File: src/rtl/mvau_defn.sv
// rtl/mvau_defn.sv - shared constants, state type and width helper for the MVU PE accumulator
// Contents: default TDstI/SF/NF, counter widths SF_W/NF_W, state_t {S_ACC, S_HOLD},
//           cnt_w() giving a counter width of $clog2(n) with a floor of 1 bit.
package mvau_defn;

  localparam int TDstI = 16;
  localparam int SF    = 4;
  localparam int NF    = 2;

  // Counters never collapse to zero width, so SF=1 / NF=1 still build.
  function automatic int cnt_w(input int n);
    return (n <= 1) ? 1 : $clog2(n);
  endfunction

  localparam int SF_W = cnt_w(SF);
  localparam int NF_W = cnt_w(NF);

  typedef enum logic {
    S_ACC  = 1'b0,
    S_HOLD = 1'b1
  } state_t;

endpackage

File: src/rtl/mvu_pe_acc_cnt.sv
// rtl/mvu_pe_acc_cnt.sv - wrap counter: counts 0..max, returns to 0 after max
// Ports: clk (rising edge), clr (synchronous clear, wins over en), en (advance),
//        max (terminal value), cnt (current count), at_max (cnt == max).
module mvu_pe_acc_cnt #(
  parameter int W = 1
) (
  input  logic         clk,
  input  logic         clr,
  input  logic         en,
  input  logic [W-1:0] max,
  output logic [W-1:0] cnt,
  output logic         at_max
);

  assign at_max = (cnt == max);

  always_ff @(posedge clk) begin
    if (clr) begin
      cnt <= '0;
    end else if (en) begin
      cnt <= at_max ? '0 : cnt + 1'b1;
    end
  end

endmodule

File: src/rtl/mvu_pe_acc_ctrl.sv
// rtl/mvu_pe_acc_ctrl.sv - per-PE accumulation sequencer: SF beats -> one neuron result
// Ports: aclk, areset (sync, active-high); in_v/in_rdy/in_add input beat stream;
//        out_v/out_rdy/out_acc/out_last result stream, out_last marks neuron fold NF-1.
// Build option: MVU_ACC_SAT_EN makes every add saturate instead of wrapping.
module mvu_pe_acc_ctrl
  import mvau_defn::state_t, mvau_defn::S_ACC, mvau_defn::S_HOLD, mvau_defn::cnt_w;
#(
  parameter int SF    = mvau_defn::SF,
  parameter int NF    = mvau_defn::NF,
  parameter int TDstI = mvau_defn::TDstI
) (
  input  logic             aclk,
  input  logic             areset,
  input  logic             in_v,
  output logic             in_rdy,
  input  logic [TDstI-1:0] in_add,
  output logic             out_v,
  input  logic             out_rdy,
  output logic [TDstI-1:0] out_acc,
  output logic             out_last
);

  localparam int SF_W = cnt_w(SF);
  localparam int NF_W = cnt_w(NF);
  localparam logic [SF_W-1:0] SF_MAX = SF_W'(SF - 1);
  localparam logic [NF_W-1:0] NF_MAX = NF_W'(NF - 1);

  state_t           state;
  logic [TDstI-1:0] acc;
  logic [TDstI-1:0] add_acc;
  logic [TDstI-1:0] sum;
  logic [SF_W-1:0]  sf_cnt;
  logic [NF_W-1:0]  nf_cnt;
  logic             sf_last;
  logic             nf_last;
  logic             beat;
  logic             out_hs;

  // In S_HOLD a new beat is only taken when the held result leaves in the
  // same cycle, which keeps back-to-back folds bubble-free.
  assign in_rdy = !areset && ((state == S_ACC) || out_rdy);
  assign beat   = in_v && in_rdy;
  assign out_hs = out_v && out_rdy;

  mvu_pe_acc_cnt #(.W(SF_W)) u_sf_cnt (
    .clk    (aclk),
    .clr    (areset),
    .en     (beat),
    .max    (SF_MAX),
    .cnt    (sf_cnt),
    .at_max (sf_last)
  );

  mvu_pe_acc_cnt #(.W(NF_W)) u_nf_cnt (
    .clk    (aclk),
    .clr    (areset),
    .en     (beat && sf_last),
    .max    (NF_MAX),
    .cnt    (nf_cnt),
    .at_max (nf_last)
  );

`ifdef MVU_ACC_SAT_EN
  // One guard bit: overflow when the two top bits disagree; the guard bit
  // then carries the true sign and selects the clamp value.
  logic [TDstI:0] wide;
  assign wide    = {acc[TDstI-1], acc} + {in_add[TDstI-1], in_add};
  assign add_acc = (wide[TDstI] != wide[TDstI-1])
                 ? {wide[TDstI], {(TDstI-1){~wide[TDstI]}}}
                 : wide[TDstI-1:0];
`else
  assign add_acc = acc + in_add;
`endif

  // First beat of a fold loads, so no explicit accumulator clear is needed.
  always_comb begin
    sum = add_acc;
    if (sf_cnt == '0) begin
      sum = in_add;
    end
  end

  always_ff @(posedge aclk) begin
    if (areset) begin
      state    <= S_ACC;
      acc      <= '0;
      out_acc  <= '0;
      out_v    <= 1'b0;
      out_last <= 1'b0;
    end else begin
      if (beat) begin
        acc <= sum;
      end
      if (beat && sf_last) begin
        out_acc  <= sum;
        out_last <= nf_last;
        out_v    <= 1'b1;
        state    <= S_HOLD;
      end else if (out_hs) begin
        out_v <= 1'b0;
        state <= S_ACC;
      end
    end
  end

endmodule
File: config.mk
export PLATFORM = sky130hd
export DESIGN_NAME = mvu_pe_acc_ctrl
export DESIGN_NICKNAME = d
export VERILOG_FILES = /design/src/rtl/mvau_defn.sv /design/src/rtl/mvu_pe_acc_cnt.sv /design/src/rtl/mvu_pe_acc_ctrl.sv
export SDC_FILE = /design/constraint.sdc
export NUM_CORES = 1
export LEC_CHECK = 0
export ABC_AREA = 1
export BUFFER_PORTS_ARGS = -buffer_cell sky130_fd_sc_hd__buf_2
export CORE_ASPECT_RATIO = 0.7
export CORE_UTILIZATION = 45
export DETAILED_ROUTE_END_ITERATION = 8
export GPL_TIMING_DRIVEN = 0
export PLACE_DENSITY = 0.68
export SYNTH_ARGS = -nofsm -noshare
export SYNTH_HDL_FRONTEND = slang
export SYNTH_SLANG_ARGS = --single-unit
File: constraint.sdc
create_clock -name aclk -period 1.7 [get_ports aclk]
set_input_delay 0.34 -clock aclk [delete_from_list [all_inputs] [get_ports aclk]]
set_output_delay 0.34 -clock aclk [all_outputs]
set_load 0.005 [all_outputs]
==> out/results.tsv, run 1 <==
metric	value	unit
Fin Clk Skew	8.43	ps
final wirelength	6930	um
Worst Hold Class	in2reg	
CTS tree	yes	
Chip Width	91.4	um
Via Count	2580	
layout overhead on the synthesized area	30.9	%
multi-input logic area	0.00182	mm2
Diodes inserted	0	
drt first pass iters	4	
CTS buffer count	5	
Post-synth ARST share	0	%
core area	0.00531	mm2
Max VDD drop	0.000394	V
Worst EP arrival	2030	ps
worst reg2reg path depth	11	
pin count of the biggest net entering global routing	12	
Max Transition Viols Final	0	
total clock sinks	37	
Synth Area in XOR/XNOR	1.04	%
crit end category	register	
WHS	318	ps
critical path class	reg2reg	
Post-Synth Simple-Gate Area	35.6	%
Mapped Cells	395	
Crit path top cell by count	nand2_2	
ranking of synthesized cells by area	dfxtp_1 29%, nand2_1 21%, inv_1 9.4%	
Synth area leader	dfxtp_1	
Final Instance Count excl. Fillers	519	
initial antenna violation count	0	
syn avg cell area	6.38	um2
die area	0.00591	mm2
Commonest cells post-synth	144 x nand2_1, 63 x inv_1, 40 x nand3_1	
Nets	484	
register area	749	um2
Antenna Nets Post-Route	0	
H-tree Lvls	2	
P per Cell Area	754	mW/mm2
final setup margin	-133	ps
CP required	1890	ps
Startpoint Class	register	
Setup violations, final	9	
Clock transition at path regs	70	ps
post-synthesis sequential area ratio	29.4	%
Worst path slowest cell	fa_2	
Post-Synth Adder-Cell Area	9.24	%
GPL Wtd Cong	0.849	
DR iter-0 viols	133	
GRT Overall Usage	23.8	%
synth warn	0	
worst skew pair latency	300	ps
fmax	546	MHz
clock buffer depth	2	
hpwl dp	4930	um
leakage power	1.76	nW
Main synth FF type	dfxtp_1	
pre-CTS setup slack	-362	ps
final core area utilization	62.1	%
post-placement cell count	505	
Starting Density	47.4	%
DR vias/cell	4.97	
DRC errors left	0	
worst path buffer plus inverter count	1	
Synth cell types	32	
Die Y	64.6	um
cells along the critical path	ha_4 > fa_2 > nand2_2 > nand2_2 > nand3_2 > nand2_4 > or2_1 > nand3_2 > nand2_2 > o21bai_1 > inv_1	
Tcrit/Tclk final	108	%
top-level I/O count	39	
main combinational cell family by area after synthesis	simple AND/OR/NAND/NOR gates	
Overflow after GRT	0	
RSZ-0062 raised after global routing	yes	
Port Buffers	38	
Compound-Gate Fraction of Synth Area	12.2	%
Max-slew headroom	64.4	%
critical path depth in cells	11	
detailed-route wire length per cell	13.3	um
Final Hold Vio Count	0	
syn_nets	433	
Worst Hold Path Cells	2	
Slew @ Worst Pin	533	ps
fill count	520	
Max-Cap Viols	0	
Critical Path Fanout Max	4	
largest delay contributor family on the critical path	simple AND/OR/NAND/NOR gates	
status	finished, violations left	
number of synthesized flops with an enable pin	0	
flop and latch count out of synthesis	37	
vias in the first global route	2407	
first-pass GRT wire length	11000	um
count leader, synth	nand2_1	
layout cells sized above 1	29.8	%
setup TNS	-313	ps
Tmin final	1830	ps
synthesized area	0.00252	mm2
Root Driver	clkbuf_8	
mux cell area share after synthesis	0	%
num rows	22	
failing checks	negative setup slack	
Crit path largest cell delay	350	ps
post-synth top area share	29.4	%
## where the power goes
part	leakage (nW)	total, mW	switching, mW	internal, mW
clock	0.0450	0.625	0.340	0.285
combinational	1.41	0.896	0.537	0.359
sequential	0.304	0.966	0.0458	0.920
total	1.76	2.49	0.923	1.56
## repair_timing
item                                    in CTS  in global routing
setup buffers                                3                  3
pin swaps                                    5                 13
hold buffers                                 0                  0
resized for setup                           14                 67
endpoints found under the setup margin      14                 24
## registers in the layout, summed over array words and instances (netlist names)
signal	count
u_sf_cnt.cnt	2
out_acc	16
u_nf_cnt.cnt	1
out_last	1
acc	16
state	1
## routing by layer
layer | track usage (%) | vias to the layer above | wire length (um)
met1 | 32.8 | 1174 | 3540
met2 | 37.3 | 52 | 3050
met4 | 8.93 | 0 | 104
met3 | 4.23 | 8 | 235
li1 | - | 1346 | -
met5 | 0 | - | 0
## logic make-up after synthesis
logic type,Yosys count
xor+xnor,3
compound gates,50
simple gates,211
buf+inv,76
flops,37
fa+ha+maj,18
## area by class of cell
| type | instances | area share (%) |
|---|---|---|
| buffer | 12 | 2.54 |
| clock buffer | 6 | 2.20 |
| clock inverter | 2 | 0.303 |
| inverter | 64 | 7.28 |
| multi-input combinational | 282 | 55.1 |
| sequential | 37 | 22.7 |
| tap | 72 | 2.73 |
| timing repair buffer | 44 | 7.13 |
## stage by stage
stage,total power [mW],cell area (um2)
after floorplan,1.46,2530
after global placement,1.63,2810
after detailed placement,1.64,2810
after CTS,2.30,2990
after global routing,2.63,3300
final,2.49,3300
## worst paths after layout
check / start / to / slack [ps]
setup / recovery: acc[0]$_SDFFE_PP0P_ / out_acc[6]$_SDFFE_PP0P_ / -130
hold / removal: areset / state$_SDFFE_PP0P_ / 320
setup reg to reg: acc[0]$_SDFFE_PP0P_ / out_acc[6]$_SDFFE_PP0P_ / -130
hold reg to reg: out_acc[2]$_SDFFE_PP0P_ / out_acc[2]$_SDFFE_PP0P_ / 460
## layout by cell type, fill, tap and decap left out, types with 5 or more instances in the layout
cell type	instances
nand2_1	123
inv_1	61
buf_2	42
dfxtp_1	32
nand3_1	25
nand2_2	16
nand3_2	15
o21ai_0	13
ha_4	12
nor2_1	11
a21oi_1	11
o21a_1	8
nand2_4	7
buf_4	7
o21bai_1	5
clkbuf_8	5
(Power assumes the default switching activity.)
==> run 2, diff against run 1 <==
Settings changed: CORE_UTILIZATION 45 to 51, PLACE_DENSITY 0.68 to 0.76.
==> run 2 against run 1 <==
Effect of this change:
- the run still ends with negative setup slack left
- register-to-register slack improved by 50 ps
- sequential cell count did not move
- first-iteration DRC count rose by 56%
- clock power decreased by 1%
- wire length shrank 3.8%
- combinational power shrank 6.5%
- count of clock-buffer cells in the layout unchanged
- non-clock buffer count is 2 lower
==> out/results.tsv, run 2 (synthesis results as in run 1) <==
metric	value	unit	change
status	finished, violations left		unchanged
failing checks	negative setup slack		unchanged
pre-CTS setup slack	-337	ps	was -362 ps
vias in the first global route	2212		was 2,407
initial antenna violation count	0		unchanged
Setup violations, final	3		was 9
switching share of power	36.5	%	was 37.1%
H-tree Lvls	2		unchanged
fmax	562	MHz	was 546 MHz
Chip Width	86.0	um	was 91.4 um
DR vias/cell	5.23		was 4.97
layout cells sized above 1	25.8	%	was 29.8%
fill count	382		was 520
worst skew pair latency	290	ps	was 300 ps
Psw	0.882	mW	was 0.923 mW
Slew @ Worst Pin	575	ps	was 533 ps
first-pass GRT wire length	10100	um	was 11,000 um
Max-slew headroom	61.7	%	was 64.4%
P per Cell Area	762	mW/mm2	was 754 mW/mm2
Tmin final	1780	ps	was 1830 ps
detailed-route wire length per cell	13.0	um	was 13.3 um
Starting Density	55.6	%	was 47.4%
Flop pwr share	39.8	%	was 38.8%
Diodes inserted	0		unchanged
Max-Cap Viols	0		unchanged
Root Driver	clkbuf_8		unchanged
Top Registers	acc (16), out_acc (16), u_sf_cnt.cnt (2)		unchanged
clock buffer depth	2		unchanged
DR iter-0 viols	208		was 133
Max VDD drop	0.000451	V	was 0.000394 V
Final Hold Vio Count	0		unchanged
DRT met1 WL	3210	um	was 3540 um
Via Count	2671		was 2,580
CTS buffer count	5		unchanged
Worst EP arrival	1960	ps	was 2030 ps
critical path class	reg2reg		unchanged
layout overhead on the synthesized area	26.0	%	was 30.9%
final wirelength	6660	um	was 6930 um
RSZ-0062 raised after global routing	yes		unchanged
Tot Pwr	2.42	mW	was 2.49 mW
die area	0.00523	mm2	was 0.00591 mm2
Tcrit/Tclk final	105	%	was 108%
GRT Overall Usage	25.3	%	was 23.8%
Max Transition Viols Final	0		unchanged
Die Y	60.8	um	was 64.6 um
Top Metal Used	met4		unchanged
Clock transition at path regs	80	ps	was 70 ps
total clock sinks	37		unchanged
met3 wire length	418	um	was 235 um
DRC errors left	0		unchanged
pin count of the biggest net entering global routing	12		unchanged
P_int	1.54	mW	was 1.56 mW
Overflow after GRT	0		unchanged
CP required	1890	ps	about the same
commonest non-fill, non-tap cells in the layout	130 x nand2_1, 61 x inv_1, 41 x buf_2		was 123 x nand2_1, 61 x inv_1, 42 x buf_2
core area	0.00453	mm2	was 0.00531 mm2
top-level I/O count	39		unchanged
leakage power	1.73	nW	was 1.76 nW
crit end category	register		unchanged
Port Buffers	38		unchanged
Clk pwr share	25.5	%	was 25.1%
Worst Hold Class	in2reg		unchanged
Fin Clk Skew	5.37	ps	was 8.43 ps
met2 wire len	2970	um	was 3050 um
final setup margin	-78.3	ps	was -133 ps
CTS tree	yes		unchanged
Antenna Nets Post-Route	0		unchanged
GPL Wtd Cong	0.897		was 0.849
Critical Path Fanout Max	4		unchanged
combinational power share	34.7	%	was 36.0%
Nets	482		was 484
Startpoint Class	register		unchanged
drt first pass iters	5		was 4
hpwl dp	4740	um	was 4930 um
commonest non-fill, non-tap cell in the layout	nand2_1		unchanged
num rows	20		was 22
[run 2: cell count changes in the layout (fill, tap and decap cells not counted), moves of 2 or more]
| cell | change |
|---|---|
| nand2_1 | +7 |
| dfxtp_2 | +2 |
| nand2_2 | -2 |
| buf_4 | -2 |
| nand3_2 | -4 |
| nand2_4 | -5 |
| nand3_1 | +4 |
| ha_1 | +3 |
| ha_4 | -2 |
[run 2: worst paths after layout]
check | from | to | slack, ps | depth (start not counted)
max reg2reg | acc[0]$_SDFFE_PP0P_ | out_acc[6]$_SDFFE_PP0P_ | -80 | 11
min reg2reg | out_acc[0]$_SDFFE_PP0P_ | out_acc[0]$_SDFFE_PP0P_ | 460 | 2
max | acc[0]$_SDFFE_PP0P_ | out_acc[6]$_SDFFE_PP0P_ | -80 | 11
min | areset | out_acc[0]$_SDFFE_PP0P_ | 320 | 2
[run 2: per-layer routing]
metal	vias to the layer above	track usage, %
met5	-	0
met4	0	7.14
met3	4	4.35
met2	87	40.0
met1	1239	36.0
li1	1341	-
[run 2: stage by stage]
| step | cell area (um2) | TNS [ps] | hold WS [ps] | std cells | util [%] |
|---|---|---|---|---|---|
| finish | 3170 | -103 | 322 | 511 | 70.1 |
| global route | 3170 | -1190 | 333 | 511 | 70.1 |
| CTS | 2960 | -36.7 | 316 | 508 | 65.4 |
| detailed placement | 2810 | -3840 | 453 | 499 | 62.0 |
| global placement | 2810 | -3140 | 446 | 499 | 62.0 |
| floorplan | 2530 | -28.7 | 409 | 395 | - |
[run 2: power groups by stage]
stage | sequential (mW) | combinational, mW | clock [mW]
after global routing | 0.968 | 0.932 | 0.656
after detailed placement | 0.969 | 0.670 | 0
after global placement | 0.968 | 0.652 | 0
after floorplan | 0.962 | 0.499 | 0
final | 0.963 | 0.838 | 0.618
after CTS | 0.953 | 0.706 | 0.629
[run 2: worst max-delay path, stage by stage (launching register included)]
cell and delay (ps):
dfxtp_2 340, ha_4 160, fa_2 340, nand2_2 80, nand2_2 70, nand3_2 70
nand2_2 80, or2_1 230, nand3_2 80, nand2_2 70, o21bai_1 120, inv_1 50
[run 2: cell type report]
type,instances,area [um2],area share (%)
clock buffer,6,72.6,2.29
timing repair buffer,42,220,6.94
inverter,64,240,7.57
sequential,37,748,23.6
multi-input combinational,282,1710,54.0
buffer,12,86.3,2.72
tap,66,82.6,2.60
clock inverter,2,10.0,0.315
[run 2: repair_timing]
item                                    in CTS  in global routing
endpoints found under the setup margin      13                 27
setup buffers                                1                  3
pin swaps                                    3                 15
hold buffers                                 0                  0
resized for setup                           13                 46
